==> config.mk <==
export PLATFORM = sky130hd
export DESIGN_NAME = int_to_fp_seq
export DESIGN_NICKNAME = d
export VERILOG_FILES = /design/src/rtl/int_to_fp_seq.sv
export SDC_FILE = /design/constraint.sdc
export NUM_CORES = 1
export LEC_CHECK = 0
export ABC_AREA = 1
export CAP_MARGIN = 20
export CELL_PAD_IN_SITES_DETAIL_PLACEMENT = 0
export CELL_PAD_IN_SITES_GLOBAL_PLACEMENT = 1
export CORE_UTILIZATION = 45
export DETAILED_ROUTE_END_ITERATION = 10
export HOLD_SLACK_MARGIN = 0.06
export PLACE_DENSITY = 0.9
export RECOVER_POWER = 25
export SKIP_CTS_REPAIR_TIMING = 1
export SYNTH_ARGS = -nofsm -noshare
export SYNTH_HDL_FRONTEND = slang
export SYNTH_SLANG_ARGS = --single-unit
==> constraint.sdc <==
create_clock -name clk -period 5.9 [get_ports clk]
set_clock_uncertainty 0.2 [all_clocks]
set_input_delay 0.885 -clock clk [delete_from_list [all_inputs] [get_ports clk]]
set_output_delay 0.885 -clock clk [all_outputs]
set_load 0.005 [all_outputs]
==> src/rtl/int_to_fp_seq.sv <==
// Iterative unsigned (optionally signed) integer to IEEE-754 single converter with optional x/(2^IN_W-1) normalisation.
// Optional feature macro: INT2FP_SIGNED_EN (two's complement input, sign carried to fp_out[31]).
module int_to_fp_seq #(
  parameter int unsigned IN_W = 8
) (
  input  logic            clk,
  input  logic            arst,
  input  logic            in_valid,
  output logic            in_ready,
  input  logic [IN_W-1:0] int_in,
  input  logic            norm_in,
  output logic            out_valid,
  input  logic            out_ready,
  output logic [31:0]     fp_out
);

  localparam int unsigned TERMS = (32 + IN_W - 1) / IN_W;
  localparam int unsigned ACC_W = 33;
  localparam int unsigned LZ_W  = 5;
  localparam int unsigned E_W   = 8;
  localparam int unsigned CNT_W = $clog2(TERMS + 1);
  localparam int unsigned ALIGN = 32 - IN_W;

  localparam logic [2:0] S_IDLE  = 3'd0;
  localparam logic [2:0] S_SHIFT = 3'd1;
  localparam logic [2:0] S_ACC   = 3'd2;
  localparam logic [2:0] S_ROUND = 3'd3;
  localparam logic [2:0] S_OUT   = 3'd4;

  logic [2:0]       state_q, state_d;
  logic [IN_W-1:0]  m_q, m_d;
  logic [LZ_W-1:0]  lz_q, lz_d;
  logic             norm_q, norm_d;
  logic             sign_q, sign_d;
  logic             zero_q, zero_d;
  logic [ACC_W-1:0] acc_q, acc_d;
  logic [ACC_W-1:0] term_q, term_d;
  logic [CNT_W-1:0] cnt_q, cnt_d;
  logic [31:0]      fp_q, fp_d;
  logic             in_ready_q, in_ready_d;
  logic             out_valid_q, out_valid_d;

  logic             sign_c;
  logic [IN_W-1:0]  mag_c;
  logic [ACC_W-1:0] m_aligned_c;
  logic             ovf_c, guard_c, sticky_c, rnd_up_c;
  logic [22:0]      mant_src_c;
  logic [23:0]      rnd_mant_c;
  logic [E_W-1:0]   exp_base_c, rnd_exp_c;

  assign in_ready  = in_ready_q;
  assign out_valid = out_valid_q;
  assign fp_out    = fp_q;

  // Magnitude and sign are resolved at capture so the datapath stays unsigned.
`ifdef INT2FP_SIGNED_EN
  assign sign_c = int_in[IN_W-1];
  assign mag_c  = sign_c ? (IN_W'(~int_in) + IN_W'(1)) : int_in;
`else
  assign sign_c = 1'b0;
  assign mag_c  = int_in;
`endif

  assign m_aligned_c = ACC_W'(m_q) << ALIGN;

  // RNE rounding of the Q2.31 accumulator; norm mode always has a nonzero dropped tail.
  always_comb begin
    ovf_c      = acc_q[32];
    mant_src_c = ovf_c ? acc_q[31:9] : acc_q[30:8];
    guard_c    = ovf_c ? acc_q[8] : acc_q[7];
    sticky_c   = (ovf_c ? (|acc_q[7:1]) : (|acc_q[6:0])) | norm_q;
    rnd_up_c   = guard_c & (sticky_c | mant_src_c[0]);
    rnd_mant_c = {1'b0, mant_src_c} + 24'(rnd_up_c);
    exp_base_c = norm_q ? E_W'(126) : E_W'(126 + IN_W);
    rnd_exp_c  = exp_base_c - E_W'(lz_q) + E_W'(ovf_c) + E_W'(rnd_mant_c[23]);
  end

  always_comb begin
    state_d = state_q;
    m_d     = m_q;
    lz_d    = lz_q;
    norm_d  = norm_q;
    sign_d  = sign_q;
    zero_d  = zero_q;
    acc_d   = acc_q;
    term_d  = term_q;
    cnt_d   = cnt_q;
    fp_d    = fp_q;
    case (state_q)
      S_IDLE: begin
        if (in_valid && in_ready_q) begin
          m_d     = mag_c;
          lz_d    = '0;
          cnt_d   = '0;
          norm_d  = norm_in;
          sign_d  = sign_c;
          zero_d  = (mag_c == '0);
          // Zero words still pass through the result register stage.
          state_d = (mag_c == '0) ? S_ROUND : S_SHIFT;
        end
      end
      S_SHIFT: begin
        if (m_q[IN_W-1]) begin
          acc_d   = m_aligned_c;
          term_d  = m_aligned_c >> IN_W;
          state_d = norm_q ? S_ACC : S_ROUND;
        end else begin
          m_d  = m_q << 1;
          lz_d = lz_q + LZ_W'(1);
        end
      end
      S_ACC: begin
        acc_d  = acc_q + term_q;
        term_d = term_q >> IN_W;
        if (cnt_q == CNT_W'(TERMS - 2)) begin
          state_d = S_ROUND;
        end else begin
          cnt_d = cnt_q + CNT_W'(1);
        end
      end
      S_ROUND: begin
        fp_d    = zero_q ? 32'h0 : {sign_q, rnd_exp_c, rnd_mant_c[22:0]};
        state_d = S_OUT;
      end
      S_OUT: begin
        if (out_ready) begin
          state_d = S_IDLE;
        end
      end
      default: state_d = S_IDLE;
    endcase
    in_ready_d  = (state_d == S_IDLE);
    out_valid_d = (state_d == S_OUT);
  end

  always_ff @(posedge clk or negedge arst) begin
    if (!arst) begin
      state_q     <= S_IDLE;
      m_q         <= '0;
      lz_q        <= '0;
      norm_q      <= 1'b0;
      sign_q      <= 1'b0;
      zero_q      <= 1'b0;
      acc_q       <= '0;
      term_q      <= '0;
      cnt_q       <= '0;
      fp_q        <= '0;
      in_ready_q  <= 1'b1;
      out_valid_q <= 1'b0;
    end else begin
      state_q     <= state_d;
      m_q         <= m_d;
      lz_q        <= lz_d;
      norm_q      <= norm_d;
      sign_q      <= sign_d;
      zero_q      <= zero_d;
      acc_q       <= acc_d;
      term_q      <= term_d;
      cnt_q       <= cnt_d;
      fp_q        <= fp_d;
      in_ready_q  <= in_ready_d;
      out_valid_q <= out_valid_d;
    end
  end

endmodule

==> results.md, run 1 <==
- The flow ran to the end, but the final reports show violations.
- The final reports fail on max-capacitance violations, max-slew violations.
- After layout, the design draws a total of 3.764 mW.
- STA classifies the critical path endpoint as a register.
- Once the floorplan was initialized, standard cells occupied 45.79% of the core.
- Max-cap violations in this run came to 1.
- The worst setup path is launched from a register.
- TritonCTS built the clock tree.
- For this run, the number of Yosys warnings is 0.
- In this run the worst path has a maximum fanout of 33.
- The number of different library cells in the post-synthesis netlist is 43.
- The signal on the critical path passes through buf_4 > nand2_1 > o21ai_1 > inv_1 > nor2_2 > inv_2 > nor2_2 > nand3_1 > nor3_1 > nand3_1 > ha_1 > inv_1 > ha_1 > inv_1 > fa_1 > o211ai_1 > and2_1 > nor2_1 > nor2_1 > o21ai_0.
- The die span in x is 131.7 um.
- The largest vdd supply drop is 0.1907 mV.
- The number of nets produced by synthesis is 1171.
- The ratio of routed vias to standard cells is 5.174.
- The area of the mapped netlist is 7566 um2.
- The initial detailed-routing violation count is 530.
- Sequential cells were found to cover 36.73% of the synthesized design area.
- The clock latency reported for the late side of the worst-skew pair is 360 ps.
- The post-route netlist has 4.910% of its cells at a drive strength greater than 1.
- The hold violation count in the final report is 0.
- For the worst setup path, the data arrival time is 4060 ps.
- The mean instance size in the synthesized netlist is 6.767 um2.
- In this run the power density over the cells is 442.1 nW/um2.
- The core region is 16520 um2.
- In this run the number of cells on the critical path is 20.
- The number of clock buffers inserted by TritonCTS is 9.
- In this run, synthesis produced a sequential element count of 111.
- The cell count after synthesis is 1118.
- On the critical path, the stage with the largest delay is an instance of sky130_fd_sc_hd__dfrtp_2.
- The post-detailed-route wirelength per cell is 14.80 um.
- The depth of the most critical reg-to-reg path is 20.
- The total number of vias is 7145.
- The transition time of the tightest slew-check pin is 3203 ps.
- The total die area is 17340 um2.
- The placer congestion estimate is 0.9289.
- The leakage dissipation is 4.277 nW.
- The count of nets after finishing is 1209.
- After routing, the total negative slack on setup checks comes to 0 ps.
- For this run, the top clock speed supported by timing is 249.1 MHz.
- The worst setup path is of the reg -> reg kind.
- At the worst endpoint, the required time is 5950 ps.
- The total number of placement rows is 47.
- The first-pass iteration count of the detailed router is 5.
- The number of global-route vias before repair was 6466.
- The final critical path takes up 68.03% of the cycle.
- The share of synthesized area in the top cell type comes to 36.38%.
- The H-tree was split into 3 levels.
- Setup violations remaining at the end of the flow were counted as 0.
- Grouping stages by cell kind, the critical path spends the most delay in simple AND/OR/NAND/NOR gates.
- The worst hold path was traced through 2 stages.
- The sink count of the clock tree is 111.
- The synthesized design spends more area on one cell type than any other, namely sky130_fd_sc_hd__dfrtp_1.
- Entering global routing, the biggest net connects 62 pins.
- The worst hold path belongs to the class reg -> reg.
- The repair_antennas step left the layout with diodes totalling 0.
- Clock-pin slew was measured on the worst setup and hold paths at 80 ps.
- The largest stage delay on the critical path is 620 ps.
- The number of max-slew violations in the final report is 62.
- Subtracting the final worst setup slack from the clock period gives 4014 ps.
- The max-slew headroom at the worst pin is -113.5%.
- The most common cell type on the critical path is sky130_fd_sc_hd__inv_1.
- The number of DRC violations after detailed routing is 0.
- The leftover overflow at the end of global routing is 0.
- The initial antenna violation count is 0.
- Clock tree synthesis selected as its root buffer the cell sky130_fd_sc_hd__clkbuf_16.
- The buffers plus inverters on the worst setup path is 5.
- The number of primary I/O pins is 47.
- Setup repair after global routing left no endpoint under its margin.
- The die boundary height is 131.7 um.
- The area added between synthesis and finish is 12.52%.
- The wire length reported by the detailed router is 20440 um.
- The placed wire-length estimate after detailed placement is 16150 um.
- Global routing used 24.73% of the available tracks.
- The count of buffers added on input and output ports is 45.
- The maximum clock insertion buffer count is 2.
- Sorting the synthesized cells by area gives the leading types as sky130_fd_sc_hd__dfrtp_1, sky130_fd_sc_hd__nand2_1, sky130_fd_sc_hd__inv_1.
- The global-route wire length before repair is 33600 um.
- The post-route antenna net violation count is 0.
==> sequential cells by signal, summed over array words and instances, names as in the netlist <==
register   cells
acc_q         33
in_ready       1
fp_out        31
norm_q         1
term_q        24
out_valid      1
state_q        3
cnt_q          3
m_q            8
zero_q         1
lz_q           5
==> worst reg2reg max path: cells and delay by family (launching register included) <==
kind / cells / cell delay (ps)
fa+ha+maj: 3 / 830
simple gates: 9 / 1110
flops: 1 / 620
buf+inv: 5 / 700
compound gates: 3 / 450
==> path summary, 6_finish.rpt <==
| check | start | end | slack, ps |
|---|---|---|---|
| worst max register to register | acc_q[32] | fp_out[29] | 1890 |
| min in group asynchronous | arst | fp_out[1] | 1390 |
| worst max-delay path | acc_q[32] | fp_out[29] | 1890 |
| worst min-delay path | fp_out[10] | fp_out[10] | 280 |
| max in group asynchronous | arst | acc_q[32] | 2080 |
| worst min register to register | fp_out[10] | fp_out[10] | 280 |
==> cell usage in the layout (no fill, tap or decap), types with 4 or more instances in the layout <==
cell type	n
sky130_fd_sc_hd__a21oi_1	50
sky130_fd_sc_hd__buf_4	5
sky130_fd_sc_hd__clkbuf_16	9
sky130_fd_sc_hd__clkdlybuf4s50_1	43
sky130_fd_sc_hd__dfrtp_1	109
sky130_fd_sc_hd__ha_1	38
sky130_fd_sc_hd__inv_1	176
sky130_fd_sc_hd__inv_2	7
sky130_fd_sc_hd__nand2_1	352
sky130_fd_sc_hd__nand3_1	62
sky130_fd_sc_hd__nand4_1	14
sky130_fd_sc_hd__nor2_1	80
sky130_fd_sc_hd__nor2_2	11
sky130_fd_sc_hd__nor3_1	11
sky130_fd_sc_hd__nor4_1	5
sky130_fd_sc_hd__o21ai_0	82
sky130_fd_sc_hd__o21ai_1	24
sky130_fd_sc_hd__o21ai_2	4
sky130_fd_sc_hd__o22ai_1	24
sky130_fd_sc_hd__o31ai_1	4
sky130_fd_sc_hd__or2_2	4
==> per-layer routing <==
metal	up-vias	global-route usage, %	part of all wire, %
met5	-	0	0
met4	0	9.948	2.8
met3	36	3.009	4.4
met2	166	37.04	43
met1	3280	36.04	50
li1	3663	-	-
==> per-stage QoR <==
step	instance area [um2]	std cells	utilization (%)	setup slack, ps	hold WS [ps]
after floorplan	7566	1118	-	2681	257.0
after CTS	8519	1381	51.56	1880	285.4
after global placement	8200	1364	49.63	1981	261.1
after global routing	8513	1381	51.52	1267	304.4
after detailed placement	8220	1365	49.75	1889	266.1
final	8513	1381	51.52	1886	279.1
==> logic make-up (layout without fill, tap and decap cells) <==
family / Yosys count / in the layout / synth area share (%)
AO/OA/AOI/OAI: 200 / 200 / 14.47
XOR/XNOR: 3 / 3 / 0.3473
adder cells (fa/ha/maj): 40 / 40 / 6.813
buffers and inverters: 208 / 251 / 10.82
flip-flops: 111 / 111 / 36.73
other: 1 / 1 / 0.04956
AND/OR/NAND/NOR: 555 / 555 / 30.78
==> synth_stat cells (all sizes together) <==
| library cell | instances |
|---|---|
| and3 | 1 |
| o211ai | 3 |
| o32ai | 2 |
| nor4 | 5 |
| dfrtp | 110 |
| nor3 | 12 |
| inv | 183 |
| nand4 | 14 |
| o21bai | 1 |
| o22ai | 24 |
| nand3b | 3 |
| o31ai | 4 |
| and2 | 2 |
| xor2 | 3 |
| nand3 | 63 |
| nand2 | 355 |
| buf | 12 |
| a32o | 1 |
| clkbuf | 12 |
| a21boi | 1 |
| a21o | 1 |
| clkinv | 1 |
| fa | 2 |
| a22o | 2 |
| ha | 38 |
| dfstp | 1 |
| conb | 1 |
| o31a | 1 |
| nor2 | 94 |
| or2 | 4 |
| a21oi | 50 |
| o21ai | 110 |
| nor2b | 2 |
==> power breakdown <==
| part | internal [mW] | total (mW) | switching, mW |
|---|---|---|---|
| Combinational | 0.687 | 1.84 | 1.15 |
| Sequential | 1.06 | 1.30 | 0.235 |
| Clock | 0.333 | 0.628 | 0.295 |
==> cell type report <==
class | count | area (um2)
clock inverters | 6 | 70.07
inverters | 184 | 690.7
flip-flops and latches | 111 | 2780
fillers | 1681 | 8011
clock buffers | 10 | 229.0
repair buffers | 51 | 501.7
multi-input cells | 799 | 3966
well taps | 220 | 275.3
(Power assumes the default switching activity.)
==> run 2, diff against run 1 <==
--- a/config.mk
+++ b/config.mk
@@ -9,10 +9,10 @@
 export CAP_MARGIN = 20
 export CELL_PAD_IN_SITES_DETAIL_PLACEMENT = 0
 export CELL_PAD_IN_SITES_GLOBAL_PLACEMENT = 1
-export CORE_UTILIZATION = 45
+export CORE_UTILIZATION = 44
 export DETAILED_ROUTE_END_ITERATION = 10
 export HOLD_SLACK_MARGIN = 0.06
-export PLACE_DENSITY = 0.9
+export PLACE_DENSITY = 0.89
 export RECOVER_POWER = 25
 export SKIP_CTS_REPAIR_TIMING = 1
 export SYNTH_ARGS = -nofsm -noshare
==> constraint.sdc (replaced) <==
create_clock -name clk -period 3.76 [get_ports clk]
set_clock_uncertainty 0.2 [all_clocks]
set_input_delay 0.564 -clock clk [delete_from_list [all_inputs] [get_ports clk]]
set_output_delay 0.564 -clock clk [all_outputs]
set_load 0.005 [all_outputs]
==> run 2 against run 1 <==
The run now ends clean. Combinational power rose by 59%. Via count barely moved. Worst setup slack got worse by 1600 ps. Utilization rose by 0.085 points. Fmax grew 16%. First-iteration DRC count fell by 23%. Cell count rose by 0.80%. Total power is 58% higher. Critical path depth unchanged. Register-to-register slack worse by 1600 ps. Clock-buffer cell count is 1 higher. Hold slack improved by 1.8 ps. Largest cell class unchanged. Largest power group unchanged.
==> results.md, run 2 (synthesis gave the netlist of run 1 again) <==
- The run finished with clean final reports.
- Of the available clock period, the critical path in the final layout requires 92.22%.
- In this run the tightest slew margin relative to its limit is 0.8475%.
- The die span in x is 133.1 um.
- The final period demand of the worst path is 3467 ps.
- At the end of the flow, the number of nets in the layout was 1220.
- Prior to clock tree synthesis, the placed netlist has a worst setup slack of 152.8 ps.
- The repair_antennas step left the layout with diodes totalling 0.
- Setup violations remaining at the end of the flow were counted as 0.
- The transition time of the tightest slew-check pin is 1487 ps.
- The initialized floorplan defines 47 standard-cell rows.
- Hold is met by 280.9 ps.
- The die boundary height is 133.1 um.
- The hold violation count in the final report is 0.
- The startpoint kind of the worst setup timing path is a register.
- The clock net in this run drives a total of 111 sinks.
- The final cell count without fillers is 1392.
- The worst hold path belongs to the class reg -> reg.
- The count of nets left with antenna violations once routing finished came out at 0.
- The signal on the critical path passes through buf_12 > buf_4 > nand2_1 > o21ai_1 > nor2_4 > inv_2 > nor2_2 > nand3_2 > nor3_2 > nand3_1 > ha_1 > inv_1 > ha_1 > inv_1 > fa_2 > o211ai_1 > and2_4 > nor2_1 > nor2_1 > o21ai_0.
- The number of maximum-capacitance constraint violations is 0.
- The design draws 5.933 mW.
- The largest vdd supply drop is 0.3429 mV.
- Entering global routing, the biggest net connects 46 pins.
- The share of final-layout standard cells stronger than drive strength 1 is 6.314%.
- The largest stage delay on the critical path is 500 ps.
- The number of clock buffers inserted by TritonCTS is 9.
- The later pin in the worst-skew pair is clocked with a latency of 370 ps.
- After layout, the worst setup slack is 292.6 ps.
- The longest clock path from root to sink contains 2 buffers.
- The endpoint type of the worst setup path is a register.
- The initial antenna violation count is 0.
- In this run the standard cell core region covers 16700 um2.
- The H-tree generated during clock tree synthesis spans 3 levels.
- The number of max-slew violations in the final report is 0.
- The placer congestion estimate is 0.9577.
- The quantity of I/O buffers inserted on ports is 45.
- In this run, the number of DRC markers left after iteration 0 of detailed routing was 407.
- Along the worst path, the maximum fanout reaches 10.
- The critical path contains buffers and inverters numbering 5 combined.
- The global-route wire length before repair is 34210 um.
- The first TritonRoute pass finished after 5 iterations.
- The area added between synthesis and finish is 13.91%.
- In the layout the commonest cells are sky130_fd_sc_hd__nand2_1, sky130_fd_sc_hd__inv_1, sky130_fd_sc_hd__dfrtp_1.
- Static timing analysis puts the maximum clock frequency at 288.4 MHz.
- After detailed routing, the total wire length is 20900 um.
- The cell area after layout is 8618 um2.
- The leakage dissipation is 4.334 nW.
- Once the floorplan was initialized, standard cells occupied 45.30% of the core.
- The placed standard-cell area is 8265 um2.
- In the routed design, unresolved DRC markers number 0.
- After detailed routing, the number of vias per cell comes to 5.134.
- The die covers 17720 um2.
- TritonCTS built the clock tree.
- The total routing resource utilization after global routing is 24.82%.
- The kind of cell with the highest combined delay along the critical path is simple AND/OR/NAND/NOR gates.
- For the worst setup path, the data required time is 3810 ps.
- The leftover overflow at the end of global routing is 0.
- The routed layout has 7146 vias.
- In this run the power density over the cells is 688.4 nW/um2.
- The category of the critical setup timing path is reg -> reg.
- acc_q holds more flip-flops than any other register.
- Clock-pin slew was measured on the worst setup and hold paths at 80 ps.
- At the worst endpoint, the arrival time is 3510 ps.
- After detailed routing, the average wire length per cell comes to 15.01 um.
- CTS placed an instance of sky130_fd_sc_hd__clkbuf_16 at the clock tree root.
- The register with the most flip-flops in the layout has 33 of them.
- The cell at the slowest stage of the critical path is sky130_fd_sc_hd__dfrtp_4.
- For this design the top-level I/O count stands at 47.
- The number of global-route vias before repair is 6682.
- The post-placement cell count is 1371.
- The wire-length estimate of the detail-placed layout is 16160 um.
- The commonest non-fill, non-tap cell in the layout is sky130_fd_sc_hd__nand2_1.
-- run 2: final timing paths --
kind / start / to / slack (ps) / depth (start not counted)
worst max-delay path: acc_q[32] / fp_out[29] / 290 / 20
worst min-delay path: fp_out[11] / fp_out[11] / 280 / 2
worst max register to register: acc_q[32] / fp_out[29] / 290 / 20
worst min register to register: fp_out[11] / fp_out[11] / 280 / 2
max in group asynchronous: arst / acc_q[23] / 900 / 3
min in group asynchronous: arst / fp_out[0] / 760 / 2
-- run 2: routing by layer --
metal / vias to the layer above / share of wire, % / GRT usage (%)
met3: 32 / 4.0 / 2.626
li1: 3688 / - / -
met2: 170 / 44 / 38.63
met1: 3256 / 50 / 35.80
met5: - / 0 / 0
met4: 0 / 2.3 / 8.902
-- run 2: final cells by class --
class,count,area [um2]
Clock buffer,11,252.7
Tap cell,220,275.3
Sequential cell,111,2783
Multi-Input combinational cell,799,3991
Fill cell,1705,8083
Timing Repair Buffer,62,585.6
Clock inverter,5,40.04
Inverter,184,690.7
-- run 2: worst min-delay path: stages, from the launching register on --
cell,delay [ps]
sky130_fd_sc_hd__dfrtp_1,340
sky130_fd_sc_hd__nand2_1,50
sky130_fd_sc_hd__nand2_1,50
-- run 2: metrics by stage --
| step | util [%] | setup TNS [ps] |
|---|---|---|
| 2_1_floorplan | - | 0 |
| 3_3_place_gp | 49.49 | 0 |
| 3_5_place_dp | 49.49 | 0 |
| 4_1_cts | 51.24 | 0 |
| 5_1_grt | 51.60 | -4.850 |
| 6_report | 51.60 | 0 |
-- run 2: where the power goes --
group,internal (mW),switching [mW]
clock,0.493,0.480
sequential,1.67,0.377
combinational,1.10,1.82
==> run 3, diff against run 2 <==
--- a/config.mk
+++ b/config.mk
@@ -9,10 +9,10 @@
 export CAP_MARGIN = 20
 export CELL_PAD_IN_SITES_DETAIL_PLACEMENT = 0
 export CELL_PAD_IN_SITES_GLOBAL_PLACEMENT = 1
-export CORE_UTILIZATION = 44
+export CORE_UTILIZATION = 35
 export DETAILED_ROUTE_END_ITERATION = 10
 export HOLD_SLACK_MARGIN = 0.06
-export PLACE_DENSITY = 0.89
+export PLACE_DENSITY = 0.74
 export RECOVER_POWER = 25
 export SKIP_CTS_REPAIR_TIMING = 1
 export SYNTH_ARGS = -nofsm -noshare
==> run 3 against run 2 <==
The run now ends with max-capacitance violations, max-slew violations left. Combinational power rose by 2%. Fmax fell by 1.1%. Clock power fell by 2.4%. Hold slack got worse by 1.4 ps. Worst setup slack got worse by 40 ps. Cell count rose by 4.4%. Sequential share of layout area fell by 0.35 points. Utilization fell by 10 points. Total power rose by 0.56%. Die area rose by 25%. Design area rose by 1.1%. Non-clock buffer count rose by 6. Critical endpoint unchanged. Highest routed layer unchanged.
==> results.md, run 3 (synthesis gave the netlist of run 1 again) <==
- Data on the critical path is required at its endpoint by 3810 ps.
- At the pin with the least slew margin, the transition time is 1757 ps.
- In this design, the stage delay of the slowest critical-path cell is 500 ps.
- The finished cells cover 8712 um2.
- The first global-routing pass estimated 35100 um of wire.
- The sum of internal, switching and leakage power is 5.966 mW.
- The max-slew headroom at the worst pin is -17.15%.
- The number of global-route vias before repair is 6621.
- At the end of the flow, the number of nets in the layout was 1226.
- The detailed router placed 7090 vias in this run.
- The first-pass iteration count of the detailed router is 5.
- For this configuration, the core starts out at a cell density of 35.88%.
- The cell type group with the largest total delay on the critical path is simple AND/OR/NAND/NOR gates.
- The critical path is of the reg -> reg type.
- The largest individual stage delay along the critical path comes from the cell sky130_fd_sc_hd__dfrtp_4.
- The placement-stage worst setup slack is 162.4 ps.
- The ratio of total power to cell area is 684.8 nW/um2.
- Routability-driven placement finished with a final weighted congestion of 0.9363.
- The total die area is 22210 um2.
- The placed wire-length estimate after detailed placement is 17150 um.
- After the first detailed-routing iteration, the DRC count stood at 506.
- The clock-pin slew on the worst setup and hold paths is 80 ps.
- The total number of placement rows is 53.
- In the routed layout, each cell is associated on average with a via count of 4.880.
- Relative to the synthesized area, the layout overhead comes to 15.15%.
- The flip-flop count of the largest register, all copies and words added is 33.
- The final core utilization is 41.31%.
- The critical path goes through buf_12 > buf_4 > nand2_1 > o21ai_1 > nor2_4 > inv_2 > nor2_2 > nand3_1 > nor3_2 > nand3_1 > ha_1 > inv_1 > ha_1 > inv_1 > fa_1 > o211ai_1 > and2_1 > nor2_1 > nor2_1 > o21ai_0.
- The largest vdd supply drop is 0.2270 mV.
- The buffers plus inverters on the worst setup path is 5.
- The clock latency reported for the late side of the worst-skew pair is 360 ps.
- The number of maximum-capacitance constraint violations is 1.
- Along the worst path, the maximum fanout reaches 9.
- Setup repair after global routing left no endpoint under its margin.
- The share of final-layout standard cells stronger than drive strength 1 is 6.452%.
- Setup violations remaining at the end of the flow were counted as 0.
- The post-route setup TNS is 0 ps.
- The critical path data arrival time is 3560 ps.
- The number of antenna diodes in the final layout is 0.
- The most flop-heavy register is acc_q.
- Summed over all layers, the routed wires come to 21820 um.
- The floorplan step set the die height to 149.0 um.
- The placed instances occupy a cell area of 8379 um2.
- The die is 149.0 um wide.
- The startpoint kind of the worst setup timing path is a register.
- The number of primary I/O pins is 47.
- The worst path uses 93.29% of the clock period.
- The library cells used most frequently in the layout, excluding fill and tap cells, are sky130_fd_sc_hd__nand2_1, sky130_fd_sc_hd__inv_1, sky130_fd_sc_hd__dfrtp_1.
- The hold violation count in the final report came to 0.
- The number of max-slew violations in the final report came to 28.
- The endpoint type of the worst setup path is a register.
- The number of clock buffers added by TritonCTS is 9.
- The maximum clock insertion buffer count is 2.
- The post-detailed-route wirelength per cell is 15.02 um.
- Entering global routing, the biggest net connects 56 pins.
- Counting the fill cells in the layout gives 2271.
- The total routing resource utilization after global routing is 20.56%.
- The finished layout holds 1453 standard cells, fillers aside.
- The worst min-delay path category is reg -> reg.
- The commonest non-fill, non-tap cell in the layout is sky130_fd_sc_hd__nand2_1.
- Once placement completed, the tool counted placed cells totaling 1432.
- The count of nets left with antenna violations once routing finished came out at 0.
- The checks that failed: max-capacitance violations, max-slew violations.
- Summed over all cells, the static leakage comes to 4.349 nW.
- The flow ran to the end, but the final reports show violations.
- The initial antenna violation count is 0.
- On the final layout, the worst hold slack is 279.5 ps.
- The worst-case setup margin in the final layout is 252.4 ps.
- For this run, design rule violations remaining after detail routing come to 0.
- The highest achievable clock rate is 285.1 MHz.
- After global routing the overflow that remains totals 0.
- During placement, the flow inserted port buffers numbering 45.
- The core region is 21090 um2.
- The clock drives 111 sinks.
- The count of H-tree levels built during CTS is 3.
- The clock tree from TritonCTS is yes.
- The clock tree root driver cell is sky130_fd_sc_hd__clkbuf_16.
- The worst path needs 3508 ps of the cycle, external delays included.
-- run 3: cell count changes in the layout (fill, tap and decap cells not counted), sizes merged --
cell and change:
clkbuf -2, buf +6, inv +2, dlygate4sd3 -1, clkdlybuf4s50 +1
-- run 3: final timing paths --
| check | startpoint | to | slack [ps] | cells past startpoint |
|---|---|---|---|---|
| worst max-delay path | acc_q[32] | fp_out[29] | 250 | 20 |
| worst min-delay path | fp_out[14] | fp_out[14] | 280 | 2 |
| worst max register to register | acc_q[32] | fp_out[29] | 250 | 20 |
| worst min register to register | fp_out[14] | fp_out[14] | 280 | 2 |
| max in group asynchronous | arst | term_q[20] | 670 | 3 |
| min in group asynchronous | arst | fp_out[1] | 1000 | 2 |
-- run 3: where the power goes --
part / total, mW / leakage (nW) / switching, mW / internal, mW
registers: 2.03 / 1.46 / 0.366 / 1.66
logic: 2.99 / 2.75 / 1.86 / 1.13
clock network: 0.950 / 0.141 / 0.490 / 0.460
-- run 3: area by class of cell --
type                            instances  area, um2  share of cell area, %
Sequential cell                       111       2783                  31.94
Multi-Input combinational cell        799       3984                  45.73
Timing Repair Buffer                   68      631.9                  7.253
Clock inverter                          7      53.80                 0.6175
Tap cell                              275      344.1                  3.949
Inverter                              184      690.7                  7.928
Clock buffer                            9      225.2                  2.585
-- run 3: worst register-to-register path: cells and delay by family (launching register included) --
kind | cells | cell delay [ps]
adders and majority gates | 3 | 860
DFF | 1 | 500
AOI/OAI and AO/OA | 3 | 360
buffers and inverters | 5 | 490
and+or+nand+nor | 9 | 1000
-- run 3: per-layer routing --
layer / vias up / wire (um) / track usage [%]
met4: 0 / 248 / 5.102
met1: 3242 / 11070 / 29.61
met5: - / 0 / 0
met3: 12 / 641 / 2.630
li1: 3718 / - / -
met2: 118 / 9858 / 32.44
